**src/rtl/rvx_spi_subordinate_if.sv**
```systemverilog
// Register bus between a host and the SPI subordinate: one-cycle request/acknowledge
// read and write channels sharing a single register address.
interface rvx_spi_subordinate_if;
  logic [4:0]  rw_address;
  logic [31:0] read_data;
  logic        read_request;
  logic        read_response;
  logic [31:0] write_data;
  logic [3:0]  write_strobe;
  logic        write_request;
  logic        write_response;

  modport master (
    output rw_address, read_request, write_data, write_strobe, write_request,
    input  read_data, read_response, write_response
  );

  modport slave (
    input  rw_address, read_request, write_data, write_strobe, write_request,
    output read_data, read_response, write_response
  );
endinterface

```
**src/rtl/rvx_spi_subordinate.sv**
```systemverilog
// SPI subordinate (modes 0-3) with MODE/TX/RX/STATUS registers; SPI pins are oversampled
// by the system clock (ratio >= 4), bus accesses acknowledge one cycle after request.
module rvx_spi_subordinate (
  input  logic                        clock,
  input  logic                        reset,
  rvx_spi_subordinate_if.slave        bus,
  input  logic                        sclk,
  input  logic                        mosi,
  output logic                        miso,
  input  logic                        cs
);

  typedef enum logic {IDLE, ACTIVE} state_t;

  state_t      state_q, state_d;
  logic        cs_s1, cs_s2, sclk_s1, sclk_s2, sclk_prev, mosi_s1, mosi_s2;
  logic        sync_v1, sync_v2, cs_high_seen;
  logic        cpol, cpha;
  logic [7:0]  tx_reg, rx_reg, tx_shift, rx_shift, rx_next;
  logic [2:0]  bit_count;
  logic        rx_valid, overrun, tx_empty;
  logic        start, stop, busy, run;
  logic        sclk_rise, sclk_fall, lead_edge, trail_edge;
  logic        sample_edge, shift_edge, byte_done, write_en, rx_read;
  logic        unused_write_bits;

  assign unused_write_bits = &{1'b0, bus.write_data[31:8]};

  // A fall is only honoured after cs has been seen high on real samples, so a cs
  // held low through reset does not look like a new transfer.
  always_comb begin
    state_d = state_q;
    start   = 1'b0;
    stop    = 1'b0;
    case (state_q)
      IDLE: if (sync_v2 && cs_high_seen && !cs_s2) begin
        state_d = ACTIVE;
        start   = 1'b1;
      end
      ACTIVE: if (cs_s2) begin
        state_d = IDLE;
        stop    = 1'b1;
      end
      default: state_d = IDLE;
    endcase
  end

  always_ff @(posedge clock) begin
    if (reset) state_q <= IDLE;
    else       state_q <= state_d;
  end

  assign busy        = (state_q == ACTIVE);
  assign run         = busy && !cs_s2;
  assign sclk_rise   = sclk_s2 & ~sclk_prev;
  assign sclk_fall   = ~sclk_s2 & sclk_prev;
  assign lead_edge   = cpol ? sclk_fall : sclk_rise;
  assign trail_edge  = cpol ? sclk_rise : sclk_fall;
  assign sample_edge = run && (cpha ? trail_edge : lead_edge);
  // bit_count==0 marks a byte boundary: the MSB is already on miso, so no shift there.
  assign shift_edge  = run && (cpha ? lead_edge : trail_edge) && (bit_count != 3'd0);
  assign byte_done   = sample_edge && (bit_count == 3'd7);
  assign rx_next     = {rx_shift[6:0], mosi_s2};
  assign write_en    = bus.write_request && (bus.write_strobe == 4'hF);
  assign rx_read     = bus.read_request && (bus.rw_address == 5'd8);
  assign miso        = busy ? tx_shift[7] : 1'b0;

  always_ff @(posedge clock) begin
    if (reset) begin
      cs_s1 <= 1'b1;  cs_s2 <= 1'b1;
      sclk_s1 <= 1'b0; sclk_s2 <= 1'b0; sclk_prev <= 1'b0;
      mosi_s1 <= 1'b0; mosi_s2 <= 1'b0;
      sync_v1 <= 1'b0; sync_v2 <= 1'b0; cs_high_seen <= 1'b0;
      bus.read_data <= '0; bus.read_response <= 1'b0; bus.write_response <= 1'b0;
      cpol <= 1'b0; cpha <= 1'b0;
      tx_reg <= '0; rx_reg <= '0; tx_shift <= '0; rx_shift <= '0;
      bit_count <= '0; rx_valid <= 1'b0; overrun <= 1'b0; tx_empty <= 1'b1;
    end else begin
      cs_s1 <= cs;    cs_s2 <= cs_s1;
      sclk_s1 <= sclk; sclk_s2 <= sclk_s1; sclk_prev <= sclk_s2;
      mosi_s1 <= mosi; mosi_s2 <= mosi_s1;
      sync_v1 <= 1'b1; sync_v2 <= sync_v1;
      if (start)                  cs_high_seen <= 1'b0;
      else if (sync_v2 && cs_s2)  cs_high_seen <= 1'b1;

      bus.read_response  <= bus.read_request;
      bus.write_response <= bus.write_request;
      bus.read_data      <= '0;
      if (bus.read_request) begin
        case (bus.rw_address)
          5'd0:    bus.read_data <= {30'd0, cpol, cpha};
          5'd4:    bus.read_data <= {24'd0, tx_reg};
          5'd8:    bus.read_data <= {24'd0, rx_reg};
          5'd12:   bus.read_data <= {28'd0, overrun, tx_empty, rx_valid, busy};
          default: bus.read_data <= '0;
        endcase
      end

      if (start) begin
        bit_count <= '0;
        tx_shift  <= tx_reg;
        tx_empty  <= 1'b1;
      end else if (stop) begin
        bit_count <= '0;
      end else begin
        if (sample_edge) begin
          rx_shift  <= rx_next;
          bit_count <= bit_count + 3'd1;
        end
        if (byte_done) begin
          tx_shift <= tx_reg;
          tx_empty <= 1'b1;
        end else if (shift_edge) begin
          tx_shift <= {tx_shift[6:0], 1'b0};
        end
      end

      // Register writes come after the shifter load so a same-cycle TX write wins tx_empty.
      if (write_en) begin
        case (bus.rw_address)
          5'd0:    if (!busy) {cpol, cpha} <= bus.write_data[1:0];
          5'd4:    begin tx_reg <= bus.write_data[7:0]; tx_empty <= 1'b0; end
          5'd12:   if (bus.write_data[3]) overrun <= 1'b0;
          default: ;
        endcase
      end

      if (rx_read) rx_valid <= 1'b0;
      if (!start && !stop && byte_done) begin
        rx_reg   <= rx_next;
        rx_valid <= 1'b1;
        if (rx_valid) overrun <= 1'b1;
      end
    end
  end

endmodule

```
**src/flat_wrapper.sv**
```systemverilog
// flat-port wrapper written by rule: the top's interface ports become plain ports
module rvx_spi_subordinate_flat 
  (clock, reset, sclk, mosi, miso, cs, bus_rw_address, bus_read_request, bus_write_data, bus_write_strobe, bus_write_request, bus_read_data, bus_read_response, bus_write_response);
  rvx_spi_subordinate_if bus_i ();
  input  logic clock;
  input  logic reset;
  input  logic sclk;
  input  logic mosi;
  output logic miso;
  input  logic cs;
  input wire logic [$bits(bus_i.rw_address)-1:0] bus_rw_address;
  input wire logic [$bits(bus_i.read_request)-1:0] bus_read_request;
  input wire logic [$bits(bus_i.write_data)-1:0] bus_write_data;
  input wire logic [$bits(bus_i.write_strobe)-1:0] bus_write_strobe;
  input wire logic [$bits(bus_i.write_request)-1:0] bus_write_request;
  output wire logic [$bits(bus_i.read_data)-1:0] bus_read_data;
  output wire logic [$bits(bus_i.read_response)-1:0] bus_read_response;
  output wire logic [$bits(bus_i.write_response)-1:0] bus_write_response;
  assign bus_i.rw_address = bus_rw_address;
  assign bus_i.read_request = bus_read_request;
  assign bus_i.write_data = bus_write_data;
  assign bus_i.write_strobe = bus_write_strobe;
  assign bus_i.write_request = bus_write_request;
  assign bus_read_data = bus_i.read_data;
  assign bus_read_response = bus_i.read_response;
  assign bus_write_response = bus_i.write_response;
  rvx_spi_subordinate u_core (.clock(clock), .reset(reset), .bus(bus_i), .sclk(sclk), .mosi(mosi), .miso(miso), .cs(cs));
endmodule
```
**config.mk**
```make
export PLATFORM = sky130hd
export DESIGN_NAME = rvx_spi_subordinate_flat
export DESIGN_NICKNAME = d
export VERILOG_FILES = /design/src/rtl/rvx_spi_subordinate_if.sv /design/src/rtl/rvx_spi_subordinate.sv /design/src/flat_wrapper.sv
export SDC_FILE = /design/constraint.sdc
export NUM_CORES = 1
export LEC_CHECK = 0
export CAP_MARGIN = 20
export CORE_ASPECT_RATIO = 0.9
export CORE_UTILIZATION = 40
export DETAILED_ROUTE_END_ITERATION = 12
export PLACE_DENSITY = 0.74
export SLEW_MARGIN = 20
export SYNTH_ARGS = -nofsm -noshare
export SYNTH_HDL_FRONTEND = slang
export SYNTH_SLANG_ARGS = --single-unit
```
**constraint.sdc**
```tcl
create_clock -name clock -period 1.9 [get_ports clock]
set_clock_uncertainty 0.1 [all_clocks]
set_input_delay 0.38 -clock clock [delete_from_list [all_inputs] [get_ports clock]]
set_output_delay 0.38 -clock clock [all_outputs]
set_load 0.02 [all_outputs]
```
==> metrics, run 1 <==
top cell type's share of synthesized area 46.81%; n_diodes 0; final worst path period share a little over nine tenths; Clk Latency, worst-skew pair 0.34 ns; Vias/cell 4.614; hold depth 2; DIE WIDTH 86.43 um; Seq/Total Area, Yosys 46.81%; largest cells by area after synthesis dfxtp_1 (47%), mux2i_1 (11%), buf_4 (7.0%), nor2_1 (5.1%), a21oi_1 (3.5%); TritonCTS Sinks 60; post-route insts no fill around 410; DR DRC count 0; count of cell types in the netlist 39; Max Root-Sink Buffers 2; arrival time worst endpoint 2.03 ns; post-synthesis async set-or-reset flop share 0%; Routed Antenna Nets 0; PwrDens about 800 mW/mm2; routability cong. 0.8089; placed cell count 391; sequential share of power 50.2%; nets 367; Worst-path clk slew ~0.07 ns; Crit path max-delay family simple AND/OR/NAND/NOR gates; synthesis-to-finish area growth 26.82%; top-count cell post-synth dfxtp_1; largest family of logic cells by synthesized area simple AND/OR/NAND/NOR gates; Simple-Gate Fraction of Synth Area 18.72%; layout cell share with drive strength beyond 1 roughly 17%; clock root buffer clkbuf_8; Post-synth EDFFs 0; total grt overflow 0; Hold-fix buffers, CTS 0; clock share of power between 40% and 50%; via count 1878; switch share around 23%; crit path max fanout 11; Top-Level Pins 83; CTS Buf Count 9; Hold WS 0.2817 ns; row cnt 27; R2R Path End u_core.tx_shift[5]$_SDFFE_PP0P_; Die ar. 0.006740 mm2; max_cap viols 0; critical-path cell list xnor2_4 -> mux2_4 -> a21o_4 -> or3_1 -> a21oi_2; Initial Utilization 41.74%; number of fillers in the final layout 573; combinational power share 6.6%; Max Freq 540.5 MHz; pin count of the biggest net entering global routing 25; Psw around 570 uW; Final Power between 2000 and 3000 uW; total track usage 17.15%; area of the mapped netlist approximately 0.0026 mm2; Internal 1968 uW; Final Setup Violations 0; start point of the worst hold path reset; mux share of post-synthesis cell area 14.97%; Synth Register Bits 60; R2R Path Start u_core.cpha$_SDFFE_PP0P_; minimum clock period 1.850 ns; r2r worst-path depth 5; first-pass GRT wire length 8556 um; unrepaired setup endpoints after global routing no; worst setup path class reg -> reg; Syn. warnings 0; PortBufs 34; Synth Area in Compound Gates under 10%; core footprint 0.006148 mm2; setup_tns 0 ns; CP required between 2 and 2.5 ns; initial antenna violation count 0; Endpoint, Worst Hold u_core.cs_high_seen$_SDFFE_PP0P_; top_reg_cell synth dfxtp_1; Gate Count Post-Synth 266; leakage approximately 0.0014 uW; Mean Syn Cell Area 9.647 um2; placed wire-length estimate 3687 um; outcome finished clean; CP max stage cell or3_1; Pins Over Slew Limit 0; H-tree levels 3; WL/cell 12.66 um; vias in the first global route 1849; xor/xnor share of the synthesized area 1.024%; Max stage delay on crit path 0.40 ns; Peak VDD IR 0.3593 mV; total iterations of the first detailed-routing run 4; Final Hold Fails 0; number of buffers and inverters on the critical path 0; Worst Setup End Kind flip-flop; Tightest Hold Check Type in -> reg; post-synthesis adder-cell area fraction 1.463%; CTS tree done; flop2flop setup slack 0.05 ns; initial drt markers about 90; crit path launch type flip-flop; die height ~78 um; Detailed Route WL ~5000 um; Synth area leader dfxtp_1; most frequent cells after synthesis dfxtp_1 (60), nor2_1 (35), mux2i_1 (29)
[cell usage in the layout (no fill, tap or decap), drive strengths merged, types with 10 or more instances in the layout]
| cell | instances |
|---|---|
| a21oi | 18 |
| nor2 | 35 |
| clkbuf | 10 |
| clkdlybuf4s50 | 31 |
| nand2 | 12 |
| dfxtp | 60 |
| conb | 24 |
| mux2i | 29 |
| nor2b | 10 |
| buf | 19 |
[cell families after synthesis]
family	after synthesis
AND/OR/NAND/NOR	95
flip-flops	60
buffers and inverters	39
multiplexers	35
AO/OA/AOI/OAI	30
adder cells (fa/ha/maj)	3
XOR/XNOR	3
other	1
[layer usage]
layer	wire length, um	global-route usage (%)	vias to the layer above
li1	-	-	961
met1	2354	19.00	867
met2	2475	29.05	43
met3	251	7.766	7
met4	69	5.667	0
met5	0	0	-
[power by group through the flow]
stage                     Clock, uW  Combinational (uW)  Sequential [uW]
final                          1100                 167             1270
after global routing           1180                 183             1280
after CTS                      1130                 167             1280
after detailed placement          0                 166             1300
after global placement            0                 164             1300
after floorplan                   0                 125             1310
[stage by stage]
stage / worst slack, ns / instance area [um2] / util, %
floorplan: 0.01706 / 2668 / -
global placement: -0.3069 / 2999 / 48.78
detailed placement: -0.3259 / 2999 / 48.78
CTS: 0.001992 / 3201 / 52.06
global route: 0.004241 / 3254 / 52.93
finish: 0.04989 / 3254 / 52.93
[what timing repair did]
item | 4_1_cts | 5_1_grt
gates resized for setup | 3 | 11
endpoints found under the setup margin | 9 | 23
pin swaps | 0 | 4
buffers inserted | 0 | 1
[worst max path at each step]
stage / startpoint / end / slack, ns / cells past startpoint
floorplan: u_core.cpol$_SDFFE_PP0P_ / u_core.tx_shift[7]$_SDFFE_PP0P_ / 0.02 / 6
global placement: bus_rw_address[4] / u_core.tx_reg[6]$_SDFFE_PP0P_ / -0.31 / 7
detailed placement: bus_rw_address[4] / u_core.tx_reg[3]$_SDFFE_PP0P_ / -0.33 / 7
CTS: u_core.sclk_s2$_SDFF_PP0_ / u_core.rx_reg[3]$_SDFFE_PP0P_ / 0.002 / 6
global route: u_core.cpha$_SDFFE_PP0P_ / u_core.tx_shift[1]$_SDFFE_PP0P_ / 0.004 / 5
finish: u_core.cpha$_SDFFE_PP0P_ / u_core.tx_shift[5]$_SDFFE_PP0P_ / 0.05 / 5
[final cells by class]
| class | count | area (um2) | share of cell area [%] |
|---|---|---|---|
| multi-input combinational | 190 | 1260 | 38.72 |
| sequential | 60 | 1209 | 37.14 |
| timing repair buffer | 52 | 475.5 | 14.61 |
| clock buffer | 10 | 137.6 | 4.229 |
| tap | 87 | 108.9 | 3.345 |
| clock inverter | 5 | 52.55 | 1.615 |
| inverter | 3 | 11.26 | 0.3460 |
Note: power is estimated with default switching activity, not from simulation.
==> run 2: changes to the inputs <==
Settings changed: CTS_CLUSTER_SIZE from default to 25, RECOVER_POWER from default to 100.
==> metrics, run 2 (same netlist as run 1, synthesis figures left out) <==
max_cap viols 0 (unchanged); Max Freq 540.2 MHz (about the same); setup_tns 0 ns (unchanged); PortBufs 34 (unchanged); Clk Latency, worst-skew pair 0.34 ns (about the same); n_diodes 0 (unchanged); placed wire-length estimate 3687 um (unchanged); dpl cell area 0.002999 mm2 (unchanged); area of the multi-input gates 0.001260 mm2 (unchanged); core footprint 0.006148 mm2 (unchanged); Max stage delay on crit path 0.40 ns (about the same); H-tree levels 3 (unchanged); vias in the first global route 1849 (unchanged); FF/Latch Area 0.001209 mm2 (unchanged); final std cell area, no fill 0.003242 mm2 (-0.38%); Detailed Route WL 5147 um (about the same); relative slew slack 58.09%; nets 367 (unchanged); outcome finished clean; total iterations of the first detailed-routing run 4 (unchanged); final worst path period share 97.43% (about the same); Initial Utilization 41.74% (unchanged); CTS tree done; Peak VDD IR 0.3573 mV (-0.56%); Routed Antenna Nets 0 (unchanged); Worst-path clk slew 0.07 ns (about the same); critical-path cell list xnor2_4 -> mux2_4 -> a21o_4 -> or3_1 -> a21oi_2; layout cell share with drive strength beyond 1 15.31% (-1.2 points); Final Setup Violations 0 (unchanged); arrival time worst endpoint 2.03 ns (about the same); Die ar. 0.006740 mm2 (unchanged); worst slew pin tran 0.6287 ns; final core utilization 52.73% (-0.20 points); clock root buffer clkbuf_8; first-pass GRT wire length 8556 um (unchanged); initial drt markers 52 (-42%); PwrDens 782.5 mW/mm2 (+0.21%); post-route insts no fill 407 (unchanged); Final Hold Fails 0 (unchanged); DR DRC count 0 (unchanged); Hold WS 0.3145 ns (+0.03274 ns); total track usage 17.15% (unchanged); number of fillers in the final layout 575 (+0.35%); die height 77.99 um (unchanged); most common cell after layout, fill and taps aside dfxtp_1; row cnt 27 (unchanged); worst setup path class reg -> reg; flop2flop setup slack 0.05 ns (about the same); placed cell count 391 (unchanged); total grt overflow 0 (unchanged); Vias/cell 4.622 (+0.16%); Worst Setup End Kind flip-flop; synthesis-to-finish area growth 26.33%; minimum clock period 1.851 ns (+0.001085 ns); CP required 2.08 ns (about the same); routability cong. 0.8089 (unchanged); commonest cells after routing, fill and taps aside dfxtp_1 (58), nor2_1 (35), mux2i_1 (29); TritonCTS Sinks 60 (unchanged); crit path max fanout 11 (unchanged); DIE WIDTH 86.43 um (unchanged); crit path launch type flip-flop; CTS Buf Count 9 (unchanged); Pins Over Slew Limit 0 (unchanged); leakage 0.001435 uW (+1.4%); initial antenna violation count 0 (unchanged); Max Root-Sink Buffers 2 (unchanged); CP max stage cell or3_1; pin count of the biggest net entering global routing 25 (unchanged); via count 1881 (+0.16%); Tightest Hold Check Type reg -> reg; WL/cell 12.65 um (about the same); Top-Level Pins 83 (unchanged)
==> run 2: path summary, 6_finish.rpt <==
kind	start	endpoint	cells after the start
worst max register to register	u_core.cpha$_SDFFE_PP0P_	u_core.tx_shift[5]$_SDFFE_PP0P_	5
worst max-delay path	u_core.cpha$_SDFFE_PP0P_	u_core.tx_shift[5]$_SDFFE_PP0P_	5
worst min register to register	u_core.cs_s1$_SDFF_PP1_	u_core.cs_s2$_SDFF_PP1_	1
worst min-delay path	u_core.cs_s1$_SDFF_PP1_	u_core.cs_s2$_SDFF_PP1_	1
==> run 2: layout make-up <==
cell class | instances | share of cell area [%]
multi-input combinational | 190 | 38.87
sequential | 60 | 37.28
timing repair buffer | 52 | 14.28
clock buffer | 10 | 4.245
tap | 87 | 3.358
clock inverter | 5 | 1.621
inverter | 3 | 0.3474
==> run 2: report_power, final <==
group	total, uW	internal (uW)	switching [uW]
Sequential	1270	1270	6.52
Combinational	164	70.3	93.3
Clock	1100	626	473
==> run 2: worst max-delay path, delay by kind of cell, from the launching register on <==
kind,cells,cell delay (ns)
compound gates,2,0.40
mux,1,0.33
simple gates,1,0.40
xor+xnor,1,0.20
flops,1,0.38
==> run 2: metal layers <==
metal,GRT usage (%),part of all wire (%),routed length [um],vias up
li1,-,-,-,959
met1,19.00,46,2349,875
met2,29.05,48,2476,40
met3,7.766,4.9,251,7
met4,5.667,1.3,69,0
met5,0,0,0,-
==> run 2: what timing repair did <==
item / CTS / global route
gates resized for setup: 3 / 11
pin swaps: 0 / 4
endpoints found under the setup margin: 9 / 23
setup buffers: 0 / 1
hold buffers: 0 / 0
==> run 2: through the flow <==
stage	total power (uW)	setup WS, ns
detailed placement	1470	-0.3259
CTS	2571	0.001992
finish	2537	0.04880
global route	2637	-0.003830
floorplan	1432	0.01706
global placement	1468	-0.3069
==> run 3: changes to the inputs <==
Settings changed: CORE_ASPECT_RATIO 0.9 to default.
==> metrics, run 3 (same netlist as run 1, synthesis figures left out) <==
outcome finished clean; layout cell share with drive strength beyond 1 16.41% (+1.1 points); CTS tree done; start point of the worst hold path u_core.cs_s1$_SDFF_PP1_; vias in the first global route 1787 (-3.4%); synthesis-to-finish area growth 27.89%; total grt overflow 0 (unchanged); Final Power 2596 uW (+2.3%); core footprint 0.006061 mm2 (-1.4%); final core utilization 54.15% (+1.4 points); CTS Buf Count 9 (unchanged); PnR worst setup slack 0.06988 ns (+0.02107 ns); routability cong. 0.7486 (-7.5%); r2r worst-path depth 5 (unchanged); pin count of the biggest net entering global routing 40 (+60%); Die ar. 0.006740 mm2 (about the same); Pins Over Slew Limit 0 (unchanged); H-tree levels 3 (unchanged); Tightest Hold Check Type reg -> reg; Clk Latency, worst-skew pair 0.33 ns (about the same); total track usage 16.86% (-0.29 points); row cnt 28 (+3.7%); DR DRC count 0 (unchanged); Setup WS pre-CTS -0.3495 ns (-0.02360 ns); area of the multi-input gates 0.001282 mm2 (+1.8%); FF/Latch Area 0.001211 mm2 (+0.21%); Initial Utilization 42.34% (+0.60 points); Max Root-Sink Buffers 2 (unchanged); flop2flop setup slack 0.07 ns (+0.02 ns); commonest cells after routing, fill and taps aside dfxtp_1 (56), nor2_1 (35), mux2i_1 (29); first-pass GRT wire length 8169 um (-4.5%); PortBufs 34 (unchanged); Vias/cell 4.814 (+4.2%); die height 82.10 um (+5.3%); placed wire-length estimate 3602 um (-2.3%); unrepaired setup endpoints after global routing no; initial antenna violation count 0 (unchanged); Endpoint, Worst Hold u_core.cs_s2$_SDFF_PP1_; Final Setup Violations 0 (unchanged); arrival time worst endpoint 1.99 ns (-0.04 ns); Worst-path clk slew 0.06 ns (about the same); crit path max fanout 11 (unchanged); crit path launch type flip-flop; WL/cell 12.60 um (-0.36%); DIE WIDTH 82.10 um (-5.0%); most common cell after layout, fill and taps aside dfxtp_1; Peak VDD IR 0.5753 mV (+61%); leakage 0.001456 uW (+1.5%); total iterations of the first detailed-routing run 4 (unchanged); Detailed Route WL 5015 um (-2.6%); CP required 2.06 ns (-0.02 ns); TritonCTS Sinks 60 (unchanged); Worst Setup End Kind flip-flop; Routed Antenna Nets 0 (unchanged); minimum clock period 1.830 ns (-0.02107 ns); worst setup path class reg -> reg; PwrDens 791.0 mW/mm2 (+1.1%); number of fillers in the final layout 540 (-6.1%); clock root buffer clkbuf_8; final std cell area, no fill 0.003282 mm2 (+1.2%); dpl cell area 0.002997 mm2 (about the same); via count 1916 (+1.9%); max_cap viols 0 (unchanged); R2R Path Start u_core.cpha$_SDFFE_PP0P_; final worst path period share 96.32% (-1.1 points); Hold-fix buffers, CTS 0 (unchanged); nets 369 (+0.54%); initial drt markers 73 (+40%); n_diodes 0 (unchanged); hold depth 1 (unchanged); Max Freq 546.4 MHz (+1.2%); Final Hold Fails 0 (unchanged); Top-Level Pins 83 (unchanged); R2R Path End u_core.tx_shift[4]$_SDFFE_PP0P_
## run 3: cell types whose count changed in the layout (fill, tap and decap cells not counted), sizes merged
cell / delta
clkbuf: +3
clkdlybuf4s50: +1
clkinv: -1
## run 3: where the power goes
group / internal, uW / switching, uW / total (uW)
Sequential: 1270 / 7.52 / 1280
Clock: 673 / 483 / 1160
Combinational: 70.1 / 95.2 / 165
Total: 2010 / 585 / 2600
## run 3: repair_timing
| action | CTS | global route |
|---|---|---|
| cloned | 0 | 0 |
| setup endpoints to repair | 9 | 28 |
| buffers inserted | 0 | 2 |
| pin swaps | 0 | 5 |
| resized for setup | 5 | 15 |
## run 3: critical path, stage by stage (launching register included)
cell and delay [ns]:
dfxtp_4 0.38, xnor2_4 0.17, mux2_4 0.34, a21o_4 0.25
or3_4 0.39, a21oi_2 0.14
## run 3: how the worst max path moves through the flow
stage | to | start | slack [ns]
finish | u_core.tx_shift[4]$_SDFFE_PP0P_ | u_core.cpha$_SDFFE_PP0P_ | 0.07
global route | u_core.bus.read_data[3]$_SDFF_PP0_ | bus_rw_address[2] | 0.0005
CTS | u_core.rx_reg[7]$_SDFFE_PP0P_ | u_core.sclk_s2$_SDFF_PP0_ | 0.001
detailed placement | u_core.tx_reg[6]$_SDFFE_PP0P_ | bus_rw_address[4] | -0.35
global placement | u_core.tx_reg[3]$_SDFFE_PP0P_ | bus_rw_address[4] | -0.34
floorplan | u_core.tx_shift[7]$_SDFFE_PP0P_ | u_core.cpol$_SDFFE_PP0P_ | 0.02
## run 3: cell type report
| cell class | instances | share of cell area, % |
|---|---|---|
| multi-input combinational | 190 | 39.08 |
| sequential | 60 | 36.90 |
| timing repair buffer | 54 | 14.64 |
| clock buffer | 12 | 4.727 |
| tap | 75 | 2.859 |
| clock inverter | 4 | 1.449 |
| inverter | 3 | 0.3431 |
## run 3: per-layer routing
metal | track usage (%) | up-vias | share of wire (%)
li1 | - | 965 | -
met1 | 20.19 | 905 | 45
met2 | 27.44 | 37 | 50
met3 | 5.604 | 9 | 2.9
met5 | 0 | - | 0
met4 | 7.368 | 0 | 1.9
## run 3: per-stage QoR
step                      hold WS, ns  cells  setup TNS, ns
after global placement         0.2984    380         -3.449
after detailed placement       0.3032    380         -3.606
after floorplan                0.2895    289              0
final                          0.3173    398              0
after CTS                      0.3237    396              0
after global routing           0.3346    398              0
==> RTL change: new RTL, flow settings as in run 2 <==
Register the inputs `mosi` and `cs` before use, with the module's reset. The logic sees them one clock later. The other inputs are not delayed to match.
--- a/src/rtl/rvx_spi_subordinate.sv
+++ b/src/rtl/rvx_spi_subordinate.sv
@@ -13,2 +13,15 @@
   typedef enum logic {IDLE, ACTIVE} state_t;
+
+  logic mosi_q;
+  logic cs_q;
+
+  always_ff @(posedge clock) begin
+    if (reset) begin
+      mosi_q <= '0;
+      cs_q   <= '0;
+    end else begin
+      mosi_q <= mosi;
+      cs_q   <= cs;
+    end
+  end
 
@@ -78,5 +91,5 @@
     end else begin
-      cs_s1 <= cs;    cs_s2 <= cs_s1;
+      cs_s1 <= cs_q;    cs_s2 <= cs_s1;
       sclk_s1 <= sclk; sclk_s2 <= sclk_s1; sclk_prev <= sclk_s2;
-      mosi_s1 <= mosi; mosi_s2 <= mosi_s1;
+      mosi_s1 <= mosi_q; mosi_s2 <= mosi_s1;
       sync_v1 <= 1'b1; sync_v2 <= sync_v1;
Check against the original RTL: not equivalent (Yosys sat finds a counterexample within 10 cycles, from zero or initial values and one cycle with reset high).
==> RTL change against run 2 <==
Sequential cell count up 2. Cell area is 2.4% higher. Core utilization grew 0.70 points. Combinational power up 5%. Via count rose by 3.8%. Fmax grew 1.8%. Critical path depth up 1. Worst setup slack improved by 34 ps. Power increased by 0.86%. Routed wire length fell by 0.17%. Sequential power increased by 4%. Area after synthesis rose by 2.2%. Sequential share of layout area rose by 0.36 points. Critical path type unchanged. Critical endpoint is now u_core.rx_reg[2].
==> RTL change: results (changes against run 2) <==
{
  "outcome": {"value": "complete, no violations"},
  "r2r.worst_path.cells": {"value": 6, "change": "+1"},
  "groute.usage.overall": {"value": 16.0, "unit": "%", "change": "-1.2 points"},
  "synth_top_cells_by_area": {"value": "dfxtp_1 (47%), mux2i_1 (11%), buf_4 (6.9%), nor2_1 (5.0%), a21oi_1 (3.4%)"},
  "timing.critical_path.fanout_max": {"value": 9, "change": "-2"},
  "dp_slack": {"value": -338, "unit": "ps", "change": "-12.0 ps"},
  "yosysUniqueCellTypes": {"value": 38, "change": "-2.6%"},
  "first_global_vias": {"value": 1843, "change": "-0.32%"},
  "grt_antenna_before_repair": {"value": 0, "change": "unchanged"},
  "synth.top_cells.by_count": {"value": "dfxtp_1 (62), nor2_1 (35), mux2i_1 (29), buf_4 (24), a21oi_1 (18)"},
  "placed_cell_area": {"value": 3060, "unit": "um2", "change": "+2.1%"},
  "ir_drop": {"value": 0.000455, "unit": "V", "change": "+27%"},
  "finalWeightedCongestion": {"value": 0.764, "change": "-5.5%"},
  "critical-path-top-delay-family": {"value": "simple AND/OR/NAND/NOR gates"},
  "layout-drive-gt1-share": {"value": 15.2, "unit": "%", "change": "-0.095 points"},
  "post_drt_via_cell_ratio": {"value": 4.78, "change": "+3.3%"},
  "power.switching_fraction": {"value": 21.6, "unit": "%", "change": "-0.95 points"},
  "routed_wire_length_per_instance": {"value": 12.6, "unit": "um", "change": "-0.66%"},
  "timing.hold.ws": {"value": 316, "unit": "ps", "change": "+1.13 ps"},
  "dp.final_hpwl": {"value": 3.61, "unit": "mm", "change": "-2.1%"},
  "final-hold-violation-count": {"value": 0, "change": "unchanged"},
  "grt_first_pass_wirelength": {"value": 8.36, "unit": "mm", "change": "-2.3%"},
  "drtIter0Drc": {"value": 103, "change": "+98%"},
  "fillers": {"value": 587, "change": "+2.1%"},
  "cellLeakagePower": {"value": 1.47, "unit": "nW", "change": "+2.7%"},
  "synth_sequential_area_ratio": {"value": 47.3, "unit": "%", "change": "+0.52 points"},
  "worst_hold_path.endpoint": {"value": "u_core.cs_s1"},
  "number_of_instances_in_the_synthesized_netlist": {"value": 271, "change": "+1.9%"},
  "setup.worst_path.end": {"value": "u_core.rx_reg[2]"},
  "drt_pre_antenna_iters": {"value": 6, "change": "+2"},
  "layoutNonFillerInstCount": {"value": 409, "change": "+0.49%"},
  "cp_slowest_cell": {"value": "dfxtp_1"},
  "placedCellCount": {"value": 394, "change": "+0.77%"},
  "design.final.nets": {"value": 371, "change": "+1.1%"},
  "startpoint": {"value": "u_core.sclk_s2"},
  "setup_slack": {"value": 82.4, "unit": "ps", "change": "+33.6 ps"}
}
## RTL change: cell types whose count changed after synthesis, sizes merged
cell / run 2 / this run
clkbuf: 9 / 11
buf: 27 / 26
dfxtp: 60 / 62
nor2b: 10 / 12
## RTL change: layout make-up
type	instances	area share, %
Sequential cell	62	37.6
Inverter	3	0.339
Clock inverter	2	1.06
Clock buffer	11	4.26
Tap cell	87	3.28
Timing Repair Buffer	52	15.0
Multi-Input combinational cell	192	38.4
## RTL change: per-layer routing
layer  global-route usage (%)  part of all wire [%]  up-vias  wire, um
met2                     25.1                    48       39      2460
met1                     20.1                    47      934      2440
met5                        0                     0        -         0
met3                     4.05                   3.2        7       163
met4                     8.36                   1.6        0        83
li1                         -                     -      973         -
## RTL change: cell families after synthesis
| family | after synthesis | share of synthesized area, % |
|---|---|---|
| fa+ha+maj | 3 | 1.43 |
| xor+xnor | 3 | 1.00 |
| flops | 62 | 47.3 |
| simple gates | 97 | 18.8 |
| other cells | 1 | 0.143 |
| mux | 35 | 14.6 |
| buf+inv | 40 | 9.73 |
| compound gates | 30 | 6.92 |
## RTL change: what timing repair did
action,CTS,global route
resized for setup,3,21
buffers inserted,1,0
cloned,0,1
pin swaps,1,6
setup endpoints to repair,12,18
## RTL change: power groups by stage
stage               combinational [mW]  clock (mW)  sequential [mW]
floorplan                        0.129           0             1.35
global placement                 0.174           0             1.35
detailed placement               0.175           0             1.35
CTS                              0.175        1.10             1.32
global route                     0.186        1.15             1.32
finish                           0.172        1.07             1.32
## RTL change: worst register-to-register path, stage by stage (launching register included)
cell	delay [ps]
dfxtp_1	400
nor4bb_2	370
mux2_4	220
buf_4	200
nand2_4	140
mux2i_1	210
nor2_1	60
